## config.mk

```make
export PLATFORM = sky130hd
export DESIGN_NAME = uart_rx
export DESIGN_NICKNAME = d
export VERILOG_FILES = /design/src/rtl/uart_pkg.sv /design/src/rtl/uart_bit_timer.sv /design/src/rtl/uart_rx.sv
export SDC_FILE = /design/constraint.sdc
export NUM_CORES = 1
export LEC_CHECK = 0
export CORE_MARGIN = 3
export CORE_UTILIZATION = 25
export DETAILED_ROUTE_END_ITERATION = 8
export PLACE_DENSITY = 0.4
export SETUP_SLACK_MARGIN = 0.1
export SYNTH_ARGS = -nofsm -noshare
export SYNTH_HDL_FRONTEND = slang
export SYNTH_SLANG_ARGS = --single-unit
```

## constraint.sdc

```tcl
create_clock -name clk -period 6.7 [get_ports clk]
set_input_delay 0.67 -clock clk [delete_from_list [all_inputs] [get_ports clk]]
set_output_delay 0.67 -clock clk [all_outputs]
set_load 0.02 [all_outputs]
```

## src/rtl/uart_pkg.sv

```systemverilog
// Shared UART definitions: FSM encoding, bit-timer width, frame sizing
// and the baud count values that the baud decoder also uses.
package uart_pkg;

    // Width of the bit-time count delivered by the baud decoder.
    localparam int K_WIDTH = 19;

    // Longest frame after the start bit: 8 data + parity + stop.
    localparam int MAX_FRAME_BITS = 10;

    // Receiver FSM encoding, kept as plain constants for older tools.
    localparam logic [1:0] ST_IDLE  = 2'd0;
    localparam logic [1:0] ST_START = 2'd1;
    localparam logic [1:0] ST_DATA  = 2'd2;
    localparam logic [1:0] ST_STOP  = 2'd3;

    // Bit-time counts for a 100 MHz system clock.
    localparam logic [K_WIDTH-1:0] K_230400 = 19'd434;
    localparam logic [K_WIDTH-1:0] K_115200 = 19'd868;
    localparam logic [K_WIDTH-1:0] K_57600  = 19'd1736;
    localparam logic [K_WIDTH-1:0] K_38400  = 19'd2604;
    localparam logic [K_WIDTH-1:0] K_19200  = 19'd5208;
    localparam logic [K_WIDTH-1:0] K_9600   = 19'd10417;
    localparam logic [K_WIDTH-1:0] K_4800   = 19'd20833;
    localparam logic [K_WIDTH-1:0] K_2400   = 19'd41667;
    localparam logic [K_WIDTH-1:0] K_1200   = 19'd83333;
    localparam logic [K_WIDTH-1:0] K_600    = 19'd166667;
    localparam logic [K_WIDTH-1:0] K_300    = 19'd333333;

    // Line configuration captured at the start of each frame so that
    // host writes during a frame cannot disturb it.
    typedef struct packed {
        logic [K_WIDTH-1:0] k;
        logic               eight;
        logic               pen;
        logic               ohel;
    } rx_cfg_t;

    // Number of bits sampled between the start bit and the stop bit:
    // 7 or 8 data bits plus an optional parity bit.
    function automatic logic [3:0] payload_bits(input logic eight,
                                                input logic pen);
        return 4'd7 + {3'b000, eight} + {3'b000, pen};
    endfunction

endpackage

```

## src/rtl/uart_bit_timer.sv

```systemverilog
// Bit-period timer shared by the UART receiver and transmitter. It counts
// clk cycles up from zero and pulses tick for one cycle when the count
// reaches target-1, where target is a full bit time k or half of it.
module uart_bit_timer
    import uart_pkg::*;
(
    input  logic               clk,
    input  logic               reset,
    input  logic               clear,
    input  logic               half_sel,
    input  logic [K_WIDTH-1:0] k,
    output logic               tick
);

    localparam logic [K_WIDTH-1:0] ONE = {{(K_WIDTH-1){1'b0}}, 1'b1};

    logic [K_WIDTH-1:0] count;
    logic [K_WIDTH-1:0] target;

    // Pick the half-bit interval (to reach mid start bit) or a full bit.
    always_comb begin
        target = half_sel ? (k >> 1) : k;
    end

    assign tick = ~clear & (count == (target - ONE));

    // Free-running count that wraps to zero on every tick; clear holds it at zero.
    always_ff @(posedge clk) begin
        if (reset || clear || tick) begin
            count <= '0;
        end else begin
            count <= count + ONE;
        end
    end

endmodule

```

## src/rtl/uart_rx.sv

```systemverilog
// UART serial receiver. Synchronises rx, finds the start bit, samples
// every following bit at mid-bit time and hands the finished character
// to the host with ready, parity, framing and overrun status.
module uart_rx
    import uart_pkg::*;
#(
    parameter int   SYNC_STAGES = 2,
    parameter logic IDLE_LEVEL  = 1'b1
)(
    input  logic               clk,
    input  logic               reset,
    input  logic               rx,
    input  logic [K_WIDTH-1:0] k,
    input  logic               eight,
    input  logic               pen,
    input  logic               ohel,
    input  logic               clr_rxrdy,
    output logic [7:0]         rx_data,
    output logic               rxrdy,
    output logic               perr,
    output logic               ferr,
    output logic               ovf
);

    logic [SYNC_STAGES-1:0]    sync_q;
    logic                      rxs;
    logic [1:0]                state;
    rx_cfg_t                   cfg;
    logic [3:0]                bit_cnt;
    logic [MAX_FRAME_BITS-1:0] shift_q;
    logic                      wait_high;

    logic                      tick;
    logic                      timer_clear;
    logic                      half_sel;
    logic                      line_active;
    logic [3:0]                payload_n;
    logic [3:0]                align_shift;
    logic [MAX_FRAME_BITS-1:0] aligned;
    logic [7:0]                char_data;
    logic                      parity_bad;
    logic                      stop_bad;
    logic                      done;

    // Metastability synchroniser; it idles at the line idle level.
    always_ff @(posedge clk) begin
        if (reset) begin
            sync_q <= {SYNC_STAGES{IDLE_LEVEL}};
        end else begin
            sync_q <= {sync_q[SYNC_STAGES-2:0], rx};
        end
    end

    assign rxs = sync_q[SYNC_STAGES-1];

    // The timer sits at zero while idle, so T0 is the first counted cycle.
    assign timer_clear = (state == ST_IDLE);
    assign half_sel    = (state == ST_START);

    uart_bit_timer u_bit_timer (
        .clk      (clk),
        .reset    (reset),
        .clear    (timer_clear),
        .half_sel (half_sel),
        .k        (cfg.k),
        .tick     (tick)
    );

    // Derive the finished character and its status from the shift register.
    always_comb begin
        line_active = (rxs != IDLE_LEVEL);
        payload_n   = payload_bits(cfg.eight, cfg.pen);
        align_shift = 4'(MAX_FRAME_BITS) - payload_n;
        aligned     = shift_q >> align_shift;
        char_data   = cfg.eight ? aligned[7:0] : {1'b0, aligned[6:0]};
        parity_bad  = cfg.pen & ((^aligned) != cfg.ohel);
        stop_bad    = line_active;
        done        = (state == ST_STOP) & tick;
    end

    // Frame sequencing: start detect, start-bit check, data shift, stop sample.
    always_ff @(posedge clk) begin
        if (reset) begin
            state     <= ST_IDLE;
            cfg       <= '0;
            bit_cnt   <= '0;
            shift_q   <= '0;
            wait_high <= 1'b0;
        end else begin
            case (state)
                ST_IDLE: begin
                    if (wait_high) begin
                        if (!line_active) begin
                            wait_high <= 1'b0;
                        end
                    end else if (line_active) begin
                        cfg.k     <= k;
                        cfg.eight <= eight;
                        cfg.pen   <= pen;
                        cfg.ohel  <= ohel;
                        bit_cnt   <= '0;
                        shift_q   <= '0;
                        state     <= ST_START;
                    end
                end
                ST_START: begin
                    if (tick) begin
                        state <= line_active ? ST_DATA : ST_IDLE;
                    end
                end
                ST_DATA: begin
                    if (tick) begin
                        shift_q <= {rxs, shift_q[MAX_FRAME_BITS-1:1]};
                        bit_cnt <= bit_cnt + 4'd1;
                        if ((bit_cnt + 4'd1) == payload_n) begin
                            state <= ST_STOP;
                        end
                    end
                end
                ST_STOP: begin
                    if (tick) begin
                        state     <= ST_IDLE;
                        wait_high <= line_active;
                    end
                end
                default: begin
                    state <= ST_IDLE;
                end
            endcase
        end
    end

    // Host-visible status; a completing frame takes priority over a clear.
    always_ff @(posedge clk) begin
        if (reset) begin
            rx_data <= '0;
            rxrdy   <= 1'b0;
            perr    <= 1'b0;
            ferr    <= 1'b0;
            ovf     <= 1'b0;
        end else if (done) begin
            rx_data <= char_data;
            rxrdy   <= 1'b1;
            perr    <= parity_bad;
            ferr    <= stop_bad;
            ovf     <= rxrdy & ~clr_rxrdy;
        end else if (clr_rxrdy) begin
            rxrdy   <= 1'b0;
            perr    <= 1'b0;
            ferr    <= 1'b0;
            ovf     <= 1'b0;
        end
    end

endmodule

```

; ---- Yosys cells after proc, flatten, opt, wreduce, memory -nomap -nowiden
; Index checks and enable logic that the tools add are counted.
[classes]
add_sub_neg = 6
eq_ne = 12
shifts = 1
muxes = 27
n_bitwise = 8
n_reduce_logical = 11
[op_table]
columns = op, n
row1 = $mux W10, 3
row2 = $pmux W10 S2, 1
row3 = $add A19 B1 Y19 const B, 1
row4 = $eq A19 B19 Y1, 1
row5 = $mux W19, 1
row6 = $sub A19 B1 Y19 const B, 1
row7 = $mux W2, 7
row8 = $mux W4, 3
row9 = $ne A2 B2 Y1 const B, 6
row10 = $reduce_xor A10 Y1, 1
row11 = $shr A10 B4 Y10, 1
row12 = $mux W1, 8
row13 = $mux W8, 1
row14 = $pmux W2 S4, 1
row15 = $pmux W4 S2, 1
row16 = $reduce_and A6 Y1, 1
row17 = $reduce_bool A2 Y1, 3
row18 = $add A3 B1 Y4 const A, 1
row19 = $add A4 B1 Y4, 1
row20 = $add A4 B1 Y4 const B, 1
row21 = $and A1 B1 Y1, 4
row22 = $eq A2 B2 Y1 const B, 2
row23 = $eq A4 B4 Y1, 1
row24 = $not A1 Y1, 4
row25 = other kinds (9), 10
[word_totals]
regBits = 72
inputBits = 26
out_inout_bits = 12
wordCells = 80

; ---- Longest topological paths before layout
; Gate-level depths: netlist (run 1).
[depth]
ltp_word = 8
depth_mapped = 17
mapped_depth_nobuf = 13

; ---- Modules after synthesis
; Synthesis (run 1) repeated with hierarchy kept, for this count alone.
[unflattened]
cells_unflattened = 574
hier_area_um2 = 4454.3
[by_module_without_submodules]
columns = mod, n_inst, cells_each, area_each_um2, seq_area_each_um2
row1 = uart_rx, 1, 303, 2483.6, 1061.0
row2 = uart_bit_timer, 1, 271, 1970.6, 380.4

; ---- Least setup slack after synthesis (run 1)
; Ideal clock, no wire load.
[synth_path]
path_kind = reg-to-reg
start = register (tool-made name)
end = register shift_q[7]
setup_time_ns = 0.117
arrival_time_ns = 3.390
t_required_ns = 6.583
slack_ns = 3.193
stages_incl_launch_ff = 16
n_path_buf = 2
synth_period_minus_slack_ns = 3.507
cell_sequence = dfxtp_1 -> nand2b_1 -> clkbuf_1 -> nor2_1 -> a21oi_1 -> ha_1 -> nor2b_1 -> o2111ai_2 -> a2111oi_4 -> and4b_1 -> nor3_2 -> nor4_4 -> nand3_2 -> nor3b_1 -> buf_4 -> a22o_1
[synth_rtl]
columns = element, line_no
row1 = end signal: assignment, uart_rx.sv:113  ; shift_q <= {rxs, shift_q[MAX_FRAME_BITS-1:1]};
row2 = end: declaration, uart_rx.sv:30  ; logic [MAX_FRAME_BITS-1:0] shift_q;

; ---- Final worst setup path (run 1)
[layout_path]
start = register state[0]
end = register perr
[layout_between]
elab_chain_len = 7
word_cells_on_any_way = 11
cone_classes = add/sub (1) / eq/ne (3) / mux (2) / bitwise (3) / reduce/logical (2)
[layout_rtl]
columns = element, line_no
row1 = start: declaration, uart_rx.sv:27  ; logic [1:0] state;
row2 = start signal: assignment, uart_rx.sv:108  ; state <= line_active ? ST_DATA : ST_IDLE;
row3 = $eq A2 B1 Y1, uart_rx.sv:58  ; assign half_sel = (state == ST_START);
row4 = $mux W19, uart_bit_timer.sv:22  ; target = half_sel ? (k >> 1) : k;
row5 = $sub A19 B1 Y19, uart_bit_timer.sv:25  ; assign tick = ~clear & (count == (target - ONE));
row6 = $eq A19 B19 Y1, uart_bit_timer.sv:25
row7 = $and A1 B1 Y1, uart_bit_timer.sv:25
row8 = $and A1 B1 Y1 *, uart_rx.sv:78  ; done = (state == ST_STOP) & tick;
row9 = $mux W1 or $reduce_bool A2 Y1 (tied branches), --
row10 = end signal: assignment, uart_rx.sv:144  ; perr <= parity_bad;
row11 = end: declaration, uart_rx.sv:20  ; output logic perr,
; Every way passes the cells marked *; elsewhere a longest branch is shown, timed or not.
; A chain may end at the register's enable or synchronous reset.

==> impl_metrics.tcl, run 1 <==
set metrics [dict create \
    start_util_pct 25.77 \
    place_hpwl_um 8484 \
    syn-num-nets 553 \
    post-route-drc-count 0 \
    crit_buf_inv 1 \
    grt_start_max_net_pins 49 \
    drt_first_iter_violations 188 \
    port_buffers 37 \
    power_density_nw_per_um2 202.6 \
    gp_congestion 0.8020 \
    die_x_um 140.2 \
    max_stage_delay_ns 0.72 \
    critPathCaptureType "flip-flop" \
    synth_area_um2 4503 \
    ys.flop_type "dfxtp_1" \
    internal_power_mw 0.8021 \
    viasPerCell 4.733 \
    final_cells 772 \
    ctsHoldBuffers 0 \
    numCtsBuffers 9 \
    syn_avg_cell_area_um2 8.627 \
    wl_um 11660 \
    critPathKind "flip-flop to flip-flop" \
    syn-instance-count 522 \
    diodes 0 \
    cts_setup_buffers 0 \
    grt_overflow 0 \
    status "finished clean" \
    yosys-mux-area-fraction_pct 9.058 \
    synth_compound_area_share_pct 14.53 \
    synth_seq_cells 72 \
    ys_seq_area_share_pct 32.01 \
    maxCapViolations 0 \
    slew_headroom_pct 38.87 \
    gr-usage-all-layers_pct 12.21 \
    synth_fa_ha_area_share_pct 1.389 \
    rsz0062_at_grt "no" \
    fin_setup_tns_ns 0 \
    cellLeakagePower_nw 1.783 \
    die_area_um2 19660 \
    synth_edf_count 0 \
    period_needed_ns 4.972 \
    cts_resized 0 \
    p_sw_mw 0.2745 \
    io-pin-count 38 \
    die_h_um 140.2 \
    final_hold_viol_count 0 \
    finalCritPeriodShare_pct 74.21 \
    insertion_delay_ns 0.34 \
    fin_nets 573 \
    switching_share_pct 25.49 \
    setup_viol 0 \
    cts_tree "built" \
    firstDrtPassIters 4 \
    place_inst 756 \
    slowest_stage "dfxtp_1" \
    comb_power_share_pct 13.8 \
    vias 3654 \
    max-vdd-ir-drop_mv 0.1255 \
    hold_slack_ns 0.4300 \
    ant_nets 0 \
    path_delay_family "simple AND/OR/NAND/NOR gates" \
    async_flop_share_pct 0 \
    wl_per_cell_um 15.10 \
    crit_required_ns 6.98 \
    synthXorXnorAreaFrac_pct 11.98 \
    synth.distinct_cells 72 \
    p_seq_share_pct 41.4 \
    drv_slew 0 \
    cp_cell_sequence "nor2b_4 > buf_4 > mux2i_1 > ha_1 > nor2b_1 > o2111ai_2 > a2111oi_4 > and4b_1 > nor3_2 > nor4_4 > nand3_1 > or4_1 > nand2_1" \
    tightest_slew_ns 0.9169 \
    yosysWarnings 0 \
    rows 48 \
    synthToLayoutAreaGrowth_pct 18.03 \
    skew_ns 0.008995 \
    p_clk_share_pct 44.8 \
    cp_data_arrival_time_ns 5.26 \
    drive_gt1_share_pct 10.60 \
    fmax_mhz 201.1 \
    core_area_um2 17480 \
    clock_sink_count 72 \
    ctsRootBufferMaster "clkbuf_16" \
    grt_pass1_wl_um 19310 \
    clockBufferDepth 2 \
    start_kind "flip-flop" \
    synth_top_family_by_area "simple AND/OR/NAND/NOR gates" \
    cp_max_fo 29 \
    hold_class "flip-flop to flip-flop" \
    grt_antenna_before_repair 0 \
    htree_num_levels 3 \
    path_clk_slew_ns 0.06 \
    grt_pass1_vias 3710 \
    yosys.area_share.simple_pct 26.17 \
    finalPower_mw 1.077 \
]
-- metal layers --
layer  global-route usage [%]  vias up  share of wire, %
li1                         -     1884                 -
met1                    16.84     1706                52
met2                    18.32       53                43
met3                    3.312       11               3.7
met4                    4.335        0               1.5
met5                        0        -                 0
-- Yosys cell counts, drive strengths merged, types with 4 or more instances --
master   n  area, µm²
or4      4      33.78
a22o    10      87.58
nor2b    5      38.78
o21ai    6      30.03
nand4    5      31.28
nor2    47      244.0
clkbuf  19      72.56
and3     8      55.05
ha       5      62.56
mux2     8      90.08
xor2    24      210.2
or3      5      31.28
inv     13      48.80
nor4     8      95.09
nand2b   7      43.79
nor3b    5      37.54
xnor2   35      306.5
a21oi   41      205.2
nor3    14      85.08
dfxtp   72       1441
buf     13      97.58
nand3   16      85.08
a31oi    4      25.02
nand2   70      262.8
a211oi   7      57.55
mux2i   25      250.2
-- layout make-up --
class	instances	area, µm²
Timing Repair Buffer	41	395.4
Fill cell	1827	12160
Multi-Input combinational cell	405	2849
Tap cell	225	281.5
Clock buffer	11	242.7
Sequential cell	72	1441
Inverter	13	48.80
Clock inverter	5	56.30
-- cells in the final DEF, fill, tap and decap left out, types with 5 or more instances in the layout --
| master | Yosys | routed |
|---|---|---|
| nand3_1 | 15 | 15 |
| mux2i_1 | 25 | 25 |
| o21ai_0 | 6 | 6 |
| clkbuf_16 | 0 | 9 |
| mux2_2 | 5 | 5 |
| xor2_1 | 24 | 24 |
| a22o_1 | 10 | 10 |
| nor3_1 | 11 | 11 |
| nor2_1 | 36 | 36 |
| nand2_1 | 70 | 70 |
| xnor2_1 | 35 | 35 |
| nor2_4 | 8 | 8 |
| a211oi_1 | 6 | 6 |
| nand4_1 | 5 | 5 |
| nor3b_1 | 5 | 5 |
| ha_1 | 5 | 5 |
| nand2b_1 | 7 | 7 |
| a21oi_1 | 41 | 41 |
| and3_1 | 7 | 7 |
| inv_1 | 13 | 13 |
| or3_1 | 5 | 5 |
| dfxtp_1 | 72 | 72 |
| clkdlybuf4s50_1 | 0 | 36 |
-- power by group through the flow --
stage,logic [mW],clock network [mW],registers [mW]
2_1_floorplan,0.118,0,0.448
3_3_place_gp,0.149,0,0.455
3_5_place_dp,0.149,0,0.455
4_1_cts,0.150,0.501,0.446
5_1_grt,0.164,0.519,0.447
6_report,0.148,0.483,0.446
-- cells by family after synthesis --
kind of cell | Yosys count
and+or+nand+nor | 211
AOI/OAI and AO/OA | 93
DFF | 72
xor gates and xnor gates | 60
buffers and inverters | 45
muxes | 36
adders and majority gates | 5
-- registers in the layout (all words and copies together), names as in the netlist, 2 cells and up, named ones only --
signal / cells
bit_cnt: 4
rx_data: 8
u_bit_timer.count: 19
cfg: 22
shift_q: 10
sync_q: 2
-- stage by stage --
step | utilization (%) | setup slack [ns] | area (µm²)
2_1_floorplan | - | 3.193 | 4503
3_3_place_gp | 28.70 | 1.943 | 5016
3_5_place_dp | 28.70 | 1.797 | 5016
4_1_cts | 30.41 | 1.767 | 5315
5_1_grt | 30.41 | 1.367 | 5315
6_report | 30.41 | 1.728 | 5315
-- path summary, 6_finish.rpt --
check | slack (ns) | start | cells after the start | to
worst max-delay path | 1.73 | state[0] | 13 | perr
worst min-delay path | 0.43 | sync_q[0] | 1 | sync_q[1]
worst max register to register | 1.73 | state[0] | 13 | perr
worst min register to register | 0.43 | sync_q[0] | 1 | sync_q[1]
No activity file was read; power rests on OpenSTA's default activity.
==> inputs of run 2 (changes only) <==
==> constraint.sdc (replaced) <==
create_clock -name clk -period 5.08 [get_ports clk]
set_input_delay 0.508 -clock clk [delete_from_list [all_inputs] [get_ports clk]]
set_output_delay 0.508 -clock clk [all_outputs]
set_load 0.02 [all_outputs]
==> run 2 against run 1 <==
  * Clock power rose by 33%
  * Register-to-register slack worse by 0.97 ns
  * Highest routed layer unchanged
  * Critical endpoint unchanged
  * Combinational power grew 34%
  * Design area rose by 0.19%
  * Maximum frequency rose by 15%
==> impl_metrics.tcl, run 2 (synthesis gave the netlist of run 1 again) <==
set metrics [dict create \
    status "finished clean" \
    cp_data_arrival_time_ns 4.60 \
    ant_nets 0 \
    port_buffers 37 \
    holdCritStartpoint "sync_q[0]" \
    start_kind "flip-flop" \
    rows 48 \
    wl_per_cell_um 15.11 \
    ctsHoldBuffers 0 \
    worstSetupStartpoint "state[0]" \
    finalCritPeriodShare_pct 85.10 \
    clock_sink_count 72 \
    layout_common_cells "dfxtp_1, nand2_1, a21oi_1, nor2_1, clkdlybuf4s50_1" \
    hold_class "flip-flop to flip-flop" \
    rsz0062_at_grt "no" \
    cp_cell_sequence "nand2b_1 > a21oi_1 > ha_1 > nor2b_1 > o2111ai_2 > a2111oi_4 > and4b_1 > nor3_2 > nor4_4 > nand3_1 > buf_4 > or4_1 > nand2_1" \
    cts_tree "built" \
    gp_congestion 0.8118 \
    clockBufferDepth 2 \
    place_area_um2 5024 \
    htree_num_levels 3 \
    grt_antenna_before_repair 0 \
    vias 3708 \
    post-route-drc-count 0 \
    power_density_nw_per_um2 268.0 \
    critPathKind "flip-flop to flip-flop" \
    diodes 0 \
    max_stage_delay_ns 0.73 \
    viasPerCell 4.797 \
    start_util_pct 25.77 \
    fin_setup_tns_ns 0 \
    crit_required_ns 5.36 \
    top_regs "cfg x22, u_bit_timer.count x19, shift_q x10" \
    cts_setup_buffers 0 \
    crit_buf_inv 1 \
    place_hpwl_um 8531 \
    finalPower_mw 1.427 \
    critPathCaptureType "flip-flop" \
    cts_resized 0 \
    wl_um 11680 \
    r2r-start "state[0]" \
    synthToLayoutAreaGrowth_pct 18.26 \
    grt_start_max_net_pins 49 \
    drive_gt1_share_pct 10.40 \
    die_x_um 140.2 \
    hold_slack_ns 0.4295 \
    slew_headroom_pct 38.15 \
    drt_first_iter_violations 223 \
    path_clk_slew_ns 0.05 \
    final_hold_viol_count 0 \
    core_area_um2 17480 \
    fin_nets 574 \
    slowest_stage "dfxtp_1" \
    cellLeakagePower_nw 1.785 \
    drv_slew 0 \
    regMostFlops "cfg" \
    mostFrequentLayoutCell "dfxtp_1" \
    skew_ns 0.002517 \
    grt_overflow 0 \
    fmax_mhz 231.3 \
    grt_pass1_wl_um 19020 \
    path_delay_family "simple AND/OR/NAND/NOR gates" \
    gr-usage-all-layers_pct 12.09 \
    largest_reg_flops 22 \
    finish.instance_area_um2 5325 \
    io-pin-count 38 \
    ctsRootBufferMaster "clkbuf_16" \
    insertion_delay_ns 0.33 \
    period_needed_ns 4.323 \
    firstDrtPassIters 4 \
    grt_pass1_vias 3650 \
    setup_viol 0 \
    cp_max_fo 18 \
    numCtsBuffers 9 \
    die_area_um2 19660 \
    tightest_slew_ns 0.9277 \
    die_h_um 140.2 \
    maxCapViolations 0 \
    max-vdd-ir-drop_mv 0.1575 \
]
## run 2: changes by cell type in the layout (fill, tap and decap cells not counted)
cell / previous run / this run
clkbuf_1: 1 / 3
clkbuf_8: 1 / 2
buf_4: 4 / 5
clkinv_2: 2 / 0
clkinv_4: 1 / 0
## run 2: layout make-up
class                           instances  area (µm²)
Fill cell                            1848       12150
Multi-Input combinational cell        405        2849
Sequential cell                        72        1441
Timing Repair Buffer                   42       402.9
Tap cell                              225       281.5
Clock buffer                           14       264.0
Inverter                               13       48.80
Clock inverter                          2       37.54
## run 2: worst register-to-register path, stage by stage, from the launching register on
cell       delay (ns)
dfxtp_1          0.73
nand2b_1         0.47
a21oi_1          0.26
ha_1             0.22
nor2b_1          0.23
o2111ai_2        0.23
a2111oi_4        0.41
and4b_1          0.26
nor3_2           0.07
nor4_4           0.47
nand3_1          0.12
buf_4            0.23
or4_1            0.48
nand2_1          0.08
## run 2: final timing paths
| path | end | depth (start not counted) | slack [ns] |
|---|---|---|---|
| hold / removal | sync_q[1] | 1 | 0.43 |
| hold reg to reg | sync_q[1] | 1 | 0.43 |
| setup reg to reg | perr | 13 | 0.76 |
| setup / recovery | perr | 13 | 0.76 |
## run 2: report_power, final
part | leakage (nW) | total, mW | internal [mW] | switching [mW]
Clock | 0.143 | 0.641 | 0.407 | 0.234
Combinational | 1.06 | 0.198 | 0.0932 | 0.105
Sequential | 0.582 | 0.588 | 0.572 | 0.0161
## run 2: metrics by stage
stage / utilization (%) / std cells / setup slack [ns]
final: 30.47 / 773 / 0.7569
after global routing: 30.47 / 773 / 0.3983
after CTS: 30.47 / 773 / 0.6992
after detailed placement: 28.74 / 757 / 0.7542
after global placement: 28.74 / 757 / 0.8907
after floorplan: - / 522 / 1.573
## run 2: routing by layer
metal,vias to the layer above,wire [µm],global-route usage (%)
met3,10,464,3.312
met5,-,0,0
li1,1890,-,-
met2,61,5132,18.32
met1,1747,5905,16.55
met4,0,180,4.182
